--- src/rtl/fetch_sequencer.sv ---
// fetch_sequencer: multi-cycle instruction sequencer.
// Fetches a word, presents it to the decoder for one cycle, then samples the
// decoder/ALU controls. It optionally waits for a register writeback (bounded
// by WB_TIMEOUT) and finally commits the next PC and the retire count.
module fetch_sequencer #(
    parameter logic [31:0] RESET_PC   = 32'h0000_0000,
    parameter int unsigned WB_TIMEOUT = 16
) (
    input  logic        clk,
    input  logic        reset,
    output logic        imem_req,
    output logic [31:0] imem_addr,
    input  logic        imem_ready,
    input  logic [31:0] imem_rdata,
    output logic [5:0]  opcode,
    output logic [31:0] instr,
    output logic        instr_valid,
    input  logic        jump,
    input  logic        branch,
    input  logic [31:0] alu_result,
    input  logic        register_write,
    input  logic        writeback_done,
    output logic [31:0] pc,
    output logic [31:0] retired,
    output logic        wb_error
);

    localparam int unsigned CW = (WB_TIMEOUT < 2) ? 1 : $clog2(WB_TIMEOUT);
    localparam logic [CW-1:0] WB_LAST = CW'(WB_TIMEOUT - 1);

    typedef enum logic [2:0] {
        S_FETCH,
        S_DECODE,
        S_EXECUTE,
        S_WRITEBACK,
        S_COMMIT
    } state_t;

    state_t        state_q, state_d;
    logic [31:0]   pc_q, pc_d;
    logic [31:0]   npc_q, npc_d;
    logic [31:0]   instr_q, instr_d;
    logic [31:0]   retired_q, retired_d;
    logic          wb_error_q, wb_error_d;
    logic [CW-1:0] wb_cnt_q, wb_cnt_d;
    logic          imem_req_q, imem_req_d;
    logic          instr_valid_q, instr_valid_d;

    logic [31:0]   pc_plus4;
    logic [31:0]   br_target;
    logic [31:0]   jmp_target;

    // Next-state and registered-output computation for the sequencer FSM.
    // Outputs are derived from the state being entered so they are valid
    // from the first cycle of that state; imem_req is held low for the first
    // cycle after reset, and a fetch is only accepted while it is high.
    always_comb begin
        state_d       = state_q;
        pc_d          = pc_q;
        npc_d         = npc_q;
        instr_d       = instr_q;
        retired_d     = retired_q;
        wb_error_d    = wb_error_q;
        wb_cnt_d      = wb_cnt_q;
        imem_req_d    = 1'b0;
        instr_valid_d = 1'b0;

        pc_plus4   = pc_q + 32'd4;
        br_target  = pc_plus4 + {{14{instr_q[15]}}, instr_q[15:0], 2'b00};
        jmp_target = {pc_plus4[31:28], instr_q[25:0], 2'b00};

        case (state_q)
            S_FETCH: begin
                if (imem_req_q && imem_ready) begin
                    instr_d       = imem_rdata;
                    instr_valid_d = 1'b1;
                    state_d       = S_DECODE;
                end else begin
                    imem_req_d = 1'b1;
                end
            end
            S_DECODE: begin
                state_d = S_EXECUTE;
            end
            S_EXECUTE: begin
                if (jump) begin
                    npc_d = jmp_target;
                end else if (branch && (|alu_result)) begin
                    npc_d = br_target;
                end else begin
                    npc_d = pc_plus4;
                end
                wb_cnt_d = '0;
                state_d  = register_write ? S_WRITEBACK : S_COMMIT;
            end
            S_WRITEBACK: begin
                if (writeback_done) begin
                    state_d = S_COMMIT;
                end else if (wb_cnt_q == WB_LAST) begin
                    wb_error_d = 1'b1;
                    state_d    = S_COMMIT;
                end else begin
                    wb_cnt_d = wb_cnt_q + 1'b1;
                end
            end
            S_COMMIT: begin
                pc_d       = npc_q;
                retired_d  = retired_q + 32'd1;
                imem_req_d = 1'b1;
                state_d    = S_FETCH;
            end
            default: begin
                state_d = S_FETCH;
            end
        endcase
    end

    // State and output registers with asynchronous reset.
    always_ff @(posedge clk or posedge reset) begin
        if (reset) begin
            state_q       <= S_FETCH;
            pc_q          <= RESET_PC;
            npc_q         <= RESET_PC;
            instr_q       <= '0;
            retired_q     <= '0;
            wb_error_q    <= 1'b0;
            wb_cnt_q      <= '0;
            imem_req_q    <= 1'b0;
            instr_valid_q <= 1'b0;
        end else begin
            state_q       <= state_d;
            pc_q          <= pc_d;
            npc_q         <= npc_d;
            instr_q       <= instr_d;
            retired_q     <= retired_d;
            wb_error_q    <= wb_error_d;
            wb_cnt_q      <= wb_cnt_d;
            imem_req_q    <= imem_req_d;
            instr_valid_q <= instr_valid_d;
        end
    end

    assign imem_req    = imem_req_q;
    assign imem_addr   = pc_q;
    assign instr       = instr_q;
    assign opcode      = instr_q[31:26];
    assign instr_valid = instr_valid_q;
    assign pc          = pc_q;
    assign retired     = retired_q;
    assign wb_error    = wb_error_q;

endmodule

--- config.mk ---
export PLATFORM = sky130hd
export DESIGN_NAME = fetch_sequencer
export DESIGN_NICKNAME = d
export VERILOG_FILES = /design/src/rtl/fetch_sequencer.sv
export SDC_FILE = /design/constraint.sdc
export NUM_CORES = 1
export LEC_CHECK = 0
export CAP_MARGIN = 25
export CELL_PAD_IN_SITES_DETAIL_PLACEMENT = 0
export CELL_PAD_IN_SITES_GLOBAL_PLACEMENT = 1
export CORE_ASPECT_RATIO = 1.25
export CORE_MARGIN = 3
export CORE_UTILIZATION = 25
export CTS_CLUSTER_DIAMETER = 120
export DETAILED_ROUTE_END_ITERATION = 10
export PLACE_DENSITY_LB_ADDON = 0.1
export SKIP_LAST_GASP = 1
export SYNTH_ARGS = -nofsm -noshare
export SYNTH_HDL_FRONTEND = slang
export SYNTH_SLANG_ARGS = --single-unit
--- constraint.sdc ---
create_clock -name clk -period 9.05 [get_ports clk]
set_input_delay 1.3575 -clock clk [delete_from_list [all_inputs] [get_ports clk]]
set_output_delay 1.3575 -clock clk [all_outputs]
set_load 0.01 [all_outputs]
# Word-level counts from Yosys, hierarchy flattened
# Cells that the tools add are included.
# op_classes
addsub	4
n_eq_ne	9
n_mux	14
bitwise	1
n_reduce_logical	9
# op_table
operator	n
$mux W32	2
$add A32 B1 Y32 const B	1
$add A32 B3 Y32 const B	1
$add A32 B32 Y32	1
$reduce_or A32 Y1	1
$mux W3	4
$pmux W3 S4	1
$mux W4	2
$pmux W4 S2	1
$eq A3 B2 Y1 const B	2
$ne A2 B2 Y1 const B	3
$reduce_and A3 Y1	2
$add A4 B1 Y4 const B	1
$eq A4 B4 Y1 const B	1
$reduce_and A2 Y1	2
$eq A3 B1 Y1 const B	1
$eq A3 B3 Y1 const B	1
$logic_not A3 Y1	1
$mux W1	3
$ne A3 B3 Y1 const B	1
$logic_and A1 B1 Y1	2
$pmux W1 S2	1
$reduce_bool A2 Y1	1
$not A1 Y1	1
# totals
ff_bits	138
in_bits	71
out_inout_bits	137
elab_cells	46

# Depth between registers and ports, before layout
# Gate-level depths: netlist (run 1).
# depth
word_depth	4
depth_mapped	17
ltp_nobuf	17

# Least setup slack after synthesis (run 1)
# Ideal clock, no wire load.
# synth_timing
path_type	register -> register
start	register pc_q[4], in the netlist imem_addr[4]
end	register npc_q[30]
setup_ns	0.087
arrival_ns	3.283
required_time_ns	8.963
slack_ns	5.680
stages_incl_launch_ff	17
path_buffers	1
period_less_slack_ns	3.370
path_cell_list	dfrtp_1 and4_1 and4_1 buf_4 nand3_4 nor3_4 xor2_1 ha_1 a21o_1 a21o_1 a21oi_1 o21ai_0 a21o_1 a21oi_1 o31ai_2 xnor2_1 a211oi_2
# synth_between
elab_chain_len	4
# synth_rtl
element	line	rtl
start, declared	40	logic [31:0] pc_q, pc_d;
start signal, assigned	132	pc_q <= pc_d;
$add A32 B3 Y32 (*)	68	pc_plus4 = pc_q + 32'd4;
$add A32 B32 Y32	69	br_target = pc_plus4 + {{14{instr_q[15]}}, instr_q[15:0], 2'b00};
$mux W32	88	end else if (branch && (|alu_result)) begin
$mux W32 (*)	86	if (jump) begin
end signal, assigned	133	npc_q <= npc_d;
end, declared	41	logic [31:0] npc_q, npc_d;
# Mark *: on every way between the ends. The rest lies on a longest branch, timed or not.
# A chain may end at the register's enable or synchronous reset.

# Final worst setup path (run 1)
# Same ends and word-level chain as after synthesis.

==> results of run 1 <==
power breakdown:
| part | internal, mW | switching [mW] | leakage [nW] |
|---|---|---|---|
| combinational | 1.12 | 1.12 | 2.66 |
| clock | 0.461 | 0.296 | 0.288 |
| sequential | 0.846 | 0.293 | 1.75 |
| total | 2.43 | 1.71 | 4.70 |
stage by stage:
step	util (%)	total power, mW	setup WS [ns]
2_1_floorplan	-	2.57	4.00
3_3_place_gp	32.5	3.45	4.88
3_5_place_dp	32.5	3.43	4.99
4_1_cts	34.4	4.22	4.96
5_1_grt	34.5	4.47	4.70
6_report	34.5	4.14	5.06
layer usage:
metal / GRT usage (%) / up-vias / share of wire, %
met5: 0 / - / 0
met3: 3.19 / 19 / 3.8
met4: 3.72 / 0 / 1.2
li1: - / 3299 / -
met2: 26.1 / 175 / 50
met1: 19.1 / 3354 / 44
sequential cells by signal (all words and copies together) (netlist names):
name	cells
wb_cnt_q	4
imem_req	1
instr_valid	1
instr	32
wb_error	1
npc_q	32
state_q	3
retired	32
imem_addr	32
kinds of logic after synthesis:
kind of cell / after synthesis / synth area share [%]
compound gates: 171 / 13.8
xor+xnor: 82 / 8.69
fa+ha+maj: 40 / 6.09
buf+inv: 87 / 5.73
flops: 138 / 41.4
mux: 69 / 9.29
simple gates: 249 / 15.1
worst max-delay path, stage by stage (launching register included):
cell,delay [ns]
dfrtp_1,0.47
and4_1,0.28
and4_1,0.46
nand3_4,0.20
nor3_4,0.38
xor2_1,0.29
ha_1,0.32
a21o_1,0.19
a21o_1,0.18
a21oi_1,0.18
o21ai_0,0.11
a21o_1,0.18
a21oi_1,0.17
o31ai_2,0.09
xnor2_1,0.16
a211oi_2,0.22
worst paths after layout:
| kind | startpoint | end | slack, ns |
|---|---|---|---|
| worst max-delay path | imem_addr[4] | npc_q[30] | 5.06 |
| worst min-delay path | retired[31] | retired[31] | 0.47 |
| worst max register to register | imem_addr[4] | npc_q[30] | 5.06 |
| worst min register to register | retired[31] | retired[31] | 0.47 |
| max in group asynchronous | reset | npc_q[25] | 6.55 |
| min in group asynchronous | reset | retired[15] | 1.41 |
placed cells by master, fill, tap and decap left out, types with 3 or more instances in the layout:
cell type	count
and3_1	16
nand2_1	88
inv_1	21
clkinvlp_4	4
o22ai_1	7
a211oi_1	5
bufinv_16	4
nor2b_1	4
a21oi_1	38
nor3b_1	5
buf_4	9
nor4_1	9
mux2_2	64
ha_1	39
clkdlybuf4s50_1	207
xor2_1	22
nand4_1	16
mux2i_1	4
nand3_1	27
o211ai_1	5
nor3_1	9
o21bai_1	3
or3_1	4
a21oi_2	3
nor2_1	47
o21ai_0	45
a21o_1	15
o21a_1	5
dfrtp_1	138
a31oi_1	5
a221oi_1	5
nand2b_1	4
o21ai_1	4
xnor2_1	59
inv_6	4
o31ai_1	6
and4_1	4
clkbuf_16	17
final cells by class:
type | instances | share of cell area [%]
Clock buffer | 17 | 3.76
Clock inverter | 13 | 1.71
Inverter | 23 | 0.808
Multi-Input combinational cell | 611 | 39.2
Sequential cell | 138 | 30.5
Tap cell | 418 | 4.62
Timing Repair Buffer | 218 | 19.3
==> flow_metrics.py, run 1 <==
metrics = {
    "outcome": {
        "status": "completed",
    },
    "placement": {
        "dp_cells": 1407,
        "placed_area_mm2": 0.0107,
        "place.gp.congestion": 0.792,
        "portBuffers": 207,
        "hpwlAfterDp_mm": 19.8,
    },
    "synthesis": {
        "ys_top_cells_by_area": "dfrtp_1 (41%), mux2_2 (8.6%), xnor2_1 (6.2%), ha_1 (5.8%), nand2_1 (4.0%)",
        "yosysTopAreaCellShare_pct": 41.4,
        "syn_nets": 947,
        "synthCells": 836,
        "synth-seq-cells": 138,
        "syn_avg_cell_area_um2": 9.99,
        "yosysMostFrequentCell": "dfrtp_1",
        "synth-edff-count": 0,
        "synth_ff_type": "dfrtp_1",
        "netlist_top_cells_count": "dfrtp_1 (138), nand2_1 (88), mux2_2 (64), xnor2_1 (59), nor2_1 (47)",
        "synth_cell_types": 71,
        "syn_area_mm2": 0.00835,
        "synth_top_area_cell": "dfrtp_1",
        "async_flop_share_pct": 100,
        "synth_warnings": 0,
        "yosysSeqAreaShare_pct": 41.4,
    },
    "route": {
        "ant_nets": 0,
        "firstDrtPassIters": 4,
        "drt_iter0_drc": 228,
        "vias": 6847,
        "routedWlPerCell_um": 18.6,
        "drcViolationCount": 0,
        "drt_wl_total_mm": 26.7,
        "via_per_inst": 4.76,
    },
    "sta": {
        "fin_crit_ns": 3.99,
        "max_slew_margin_pct": 49.3,
        "finalHoldWorstSlack_ns": 0.470,
        "rsz0062_at_grt": "false",
        "final.setup.tns_ns": 0,
        "setup_viol": 0,
        "hold_viol": 0,
        "clock.fmax_mhz": 251,
        "finalCritPeriodShare_pct": 44.1,
        "slew_violations": 0,
        "tightest_slew_ns": 0.760,
        "clock_skew_ns": 0.0142,
    },
    "clocking": {
        "cts.path.max_buffers": 2,
        "cts_sinks": 138,
        "cts_tree": "yes",
        "cts.clk_slew.worst_paths_ns": 0.06,
        "clock-root-buffer": "clkbuf_16",
        "cts_buffers": 17,
        "cts_resized": 0,
        "postCtsSetupBuffers": 0,
        "cts_hold_buf": 0,
        "clock_latency_ns": 0.43,
        "htree_levels": 4,
    },
    "final_layout": {
        "final_cell_area_mm2": 0.0113,
        "antenna_cells": 0,
        "regArea_mm2": 0.00345,
        "nets": 1120,
        "drive_above_1_share_pct": 12.9,
        "final_cells": 1438,
        "syn2layout_area_growth_pct": 35.5,
        "multi_input_area_mm2": 0.00444,
        "fillers": 3391,
    },
    "global_route": {
        "antenna_found_initial": 0,
        "grt_pass1_vias": 6975,
        "grt_max_degree": 71,
        "grt_pass1_wl_mm": 41.4,
        "grt_usage_pct": 15.0,
        "overflow": 0,
    },
    "floorplan": {
        "coreArea_mm2": 0.0328,
        "die_y_um": 210,
        "num_rows": 74,
        "start_util_pct": 25.5,
        "die_w_um": 169,
        "io_pins": 208,
        "die_area_mm2": 0.0356,
    },
    "setup_path": {
        "critPathCaptureType": "flop",
        "start_kind": "flop",
        "crit_arrival_ns": 4.33,
        "worstPathRequired_ns": 9.39,
        "criticalPathCategory": "reg -> reg",
        "crit_fanout": 8,
        "ff2ff_path_depth": 15,
    },
    "hold_path": {
        "hold_class": "reg -> reg",
        "whs_path_depth": 1,
    },
    "power": {
        "pwr_density_cell_mw_per_mm2": 366,
        "vdd_drop_max_mv": 0.135,
        "leakage_nw": 4.70,
    },
    "run": {
        "cap_violations": 0,
    },
}
Note: power is estimated with default switching activity, not from simulation.
==> inputs of run 2 (changes only) <==
==> constraint.sdc (replaced) <==
create_clock -name clk -period 4.1 [get_ports clk]
set_input_delay 0.615 -clock clk [delete_from_list [all_inputs] [get_ports clk]]
set_output_delay 0.615 -clock clk [all_outputs]
set_load 0.01 [all_outputs]
==> run 2 against run 1 <==
Cell area is 0.53% higher. Sequential power is 120% higher. Wire length grew 0.31%. Critical endpoint is now npc_q[31]. Largest cell class unchanged.
==> flow_metrics.py, run 2 (synthesis results as in run 1) <==
metrics = {
    "final_layout": {
        "syn2layout_area_growth_pct": 36.2,
        "nets": 1133,
        "fillers": 3406,
        "final_cell_area_mm2": 0.0114,
        "layout_commonest_cell": "clkdlybuf4s50_1",
        "regArea_mm2": 0.00345,
        "multi_input_area_mm2": 0.00444,
        "antenna_cells": 0,
        "drive_above_1_share_pct": 14.3,
        "final_cell_mix": "clkdlybuf4s50_1 (207), dfrtp_1 (137), nand2_1 (88)",
    },
    "hold_path": {
        "whs_path_depth": 1,
        "min_to": "npc_q[6]",
        "min-delay-start": "npc_q[6]",
        "hold_class": "reg -> reg",
    },
    "power": {
        "pwr_density_cell_mw_per_mm2": 807,
        "leakage_nw": 4.75,
        "vdd_drop_max_mv": 0.323,
    },
    "setup_path": {
        "criticalPathCategory": "reg -> reg",
        "cp_top_family": "compound AO/OA/AOI/OAI gates",
        "crit_fanout": 7,
        "worst-path-buf-inv": 1,
        "worst_path_max_delay_cell": "dfrtp_1",
        "rrSetupSlack_ns": 0.31,
        "rr_endpoint": "npc_q[31]",
        "critPathCaptureType": "flop",
        "start_kind": "flop",
        "crit_chain": "and4_1, and4_1, buf_4, nand3_4, nor2_1, nand2_1, xnor2_1, ha_1, a21o_1, a21oi_1, o21ai_0, a211o_1, o21ai_1, a21oi_1, o211ai_1, xnor2_1, o21ai_1",
        "r2r_start": "imem_addr[5]",
        "ff2ff_path_depth": 17,
        "crit_arrival_ns": 4.09,
        "worstPathRequired_ns": 4.41,
        "cpPeakStageDelay_ns": 0.45,
    },
    "global_route": {
        "antenna_found_initial": 0,
        "grt_max_degree": 67,
        "grt_pass1_wl_mm": 42.2,
        "overflow": 0,
        "grt_pass1_vias": 7298,
        "grt_usage_pct": 15.3,
    },
    "floorplan": {
        "coreArea_mm2": 0.0328,
        "die_w_um": 169,
        "num_rows": 74,
        "start_util_pct": 25.5,
        "io_pins": 208,
        "die_y_um": 210,
        "die_area_mm2": 0.0356,
    },
    "sta": {
        "rsz0062_at_grt": "false",
        "clock.fmax_mhz": 264,
        "final.setup.tns_ns": 0,
        "finalCritPeriodShare_pct": 92.3,
        "slew_violations": 0,
        "tightest_slew_ns": 0.954,
        "max_slew_margin_pct": 35.9,
        "clock_skew_ns": 0.0187,
        "setup_ws_ns": 0.315,
        "setup_viol": 0,
        "fin_crit_ns": 3.79,
        "hold_viol": 0,
    },
    "clocking": {
        "htree_levels": 4,
        "clock_latency_ns": 0.44,
        "cts_tree": "yes",
        "cts.path.max_buffers": 2,
        "cts.clk_slew.worst_paths_ns": 0.08,
        "cts_hold_buf": 0,
        "clock-root-buffer": "clkbuf_16",
        "cts_sinks": 138,
        "cts_buffers": 17,
    },
    "run": {
        "cap_violations": 0,
    },
    "placement": {
        "pre_cts_slack_ns": 0.320,
        "place.gp.congestion": 0.784,
        "portBuffers": 207,
        "placed_area_mm2": 0.0108,
        "hpwlAfterDp_mm": 20.3,
    },
    "route": {
        "via_per_inst": 4.72,
        "routedWlPerCell_um": 18.5,
        "vias": 6849,
        "ant_nets": 0,
        "firstDrtPassIters": 4,
        "drcViolationCount": 0,
        "drt_wl_total_mm": 26.8,
        "drt_iter0_drc": 297,
    },
    "outcome": {
        "status": "completed",
    },
}
[run 2: worst max-delay path by stage]
stage               slack (ns)        end    startpoint  cells past startpoint
floorplan                 0.73  npc_q[30]  imem_addr[4]                     16
global placement          0.37  npc_q[31]  imem_addr[7]                     17
detailed placement        0.32  npc_q[29]  imem_addr[7]                     16
CTS                       0.28  npc_q[31]  imem_addr[7]                     17
global route              0.01  npc_q[29]  imem_addr[5]                     16
finish                    0.31  npc_q[31]  imem_addr[5]                     17
[run 2: worst reg2reg max path, stage by stage, from the launching register on]
cell,delay [ns]
dfrtp_1,0.45
and4_1,0.28
and4_1,0.20
buf_4,0.18
nand3_4,0.17
nor2_1,0.18
nand2_1,0.08
xnor2_1,0.27
ha_1,0.32
a21o_1,0.19
a21oi_1,0.12
o21ai_0,0.13
a211o_1,0.27
o21ai_1,0.26
a21oi_1,0.12
o211ai_1,0.21
xnor2_1,0.14
o21ai_1,0.07
[run 2: cell type report]
cell class	count	share of cell area, %
multi-input cells	611	39.1
flip-flops and latches	138	30.4
repair buffers	231	19.9
well taps	418	4.60
clock buffers	18	3.86
clock inverters	13	1.38
inverters	23	0.792
[run 2: power by group]
part           internal [mW]  switching [mW]  total (mW)
logic                   2.55            2.51        5.06
clock network          0.927           0.686        1.61
registers               1.87           0.641        2.51
total                   5.34            3.84        9.18
[run 2: routing by layer]
metal  routed length (µm)  track usage (%)
met5                    0                0
met3                 1090             3.15
met2                13600             27.2
met1                11700             18.5
met4                  480             4.57
[run 2: per-stage QoR]
stage,utilization [%],power [mW],cells,hold slack (ns)
final,34.7,9.18,1452,0.476
after global routing,34.7,9.91,1452,0.500
after CTS,34.7,9.33,1452,0.479
after detailed placement,32.8,7.65,1421,0.463
after global placement,32.8,7.70,1421,0.452
after floorplan,-,5.67,836,0.440
[run 2: what timing repair did]
action                     4_1_cts  5_1_grt
setup buffers                    0        0
gates resized for setup          0        2
setup endpoints to repair        0        2
==> inputs of run 3 (changes only) <==
--- a/config.mk
+++ b/config.mk
@@ -5,6 +5,7 @@
 export SDC_FILE = /design/constraint.sdc
 export NUM_CORES = 1
 export LEC_CHECK = 0
+export ABC_CLOCK_PERIOD_IN_PS = 4100
 export CAP_MARGIN = 25
 export CELL_PAD_IN_SITES_DETAIL_PLACEMENT = 0
 export CELL_PAD_IN_SITES_GLOBAL_PLACEMENT = 1
==> results of run 3 <==
Same layout as run 2: the final DEF is identical, and so are final timing and power.
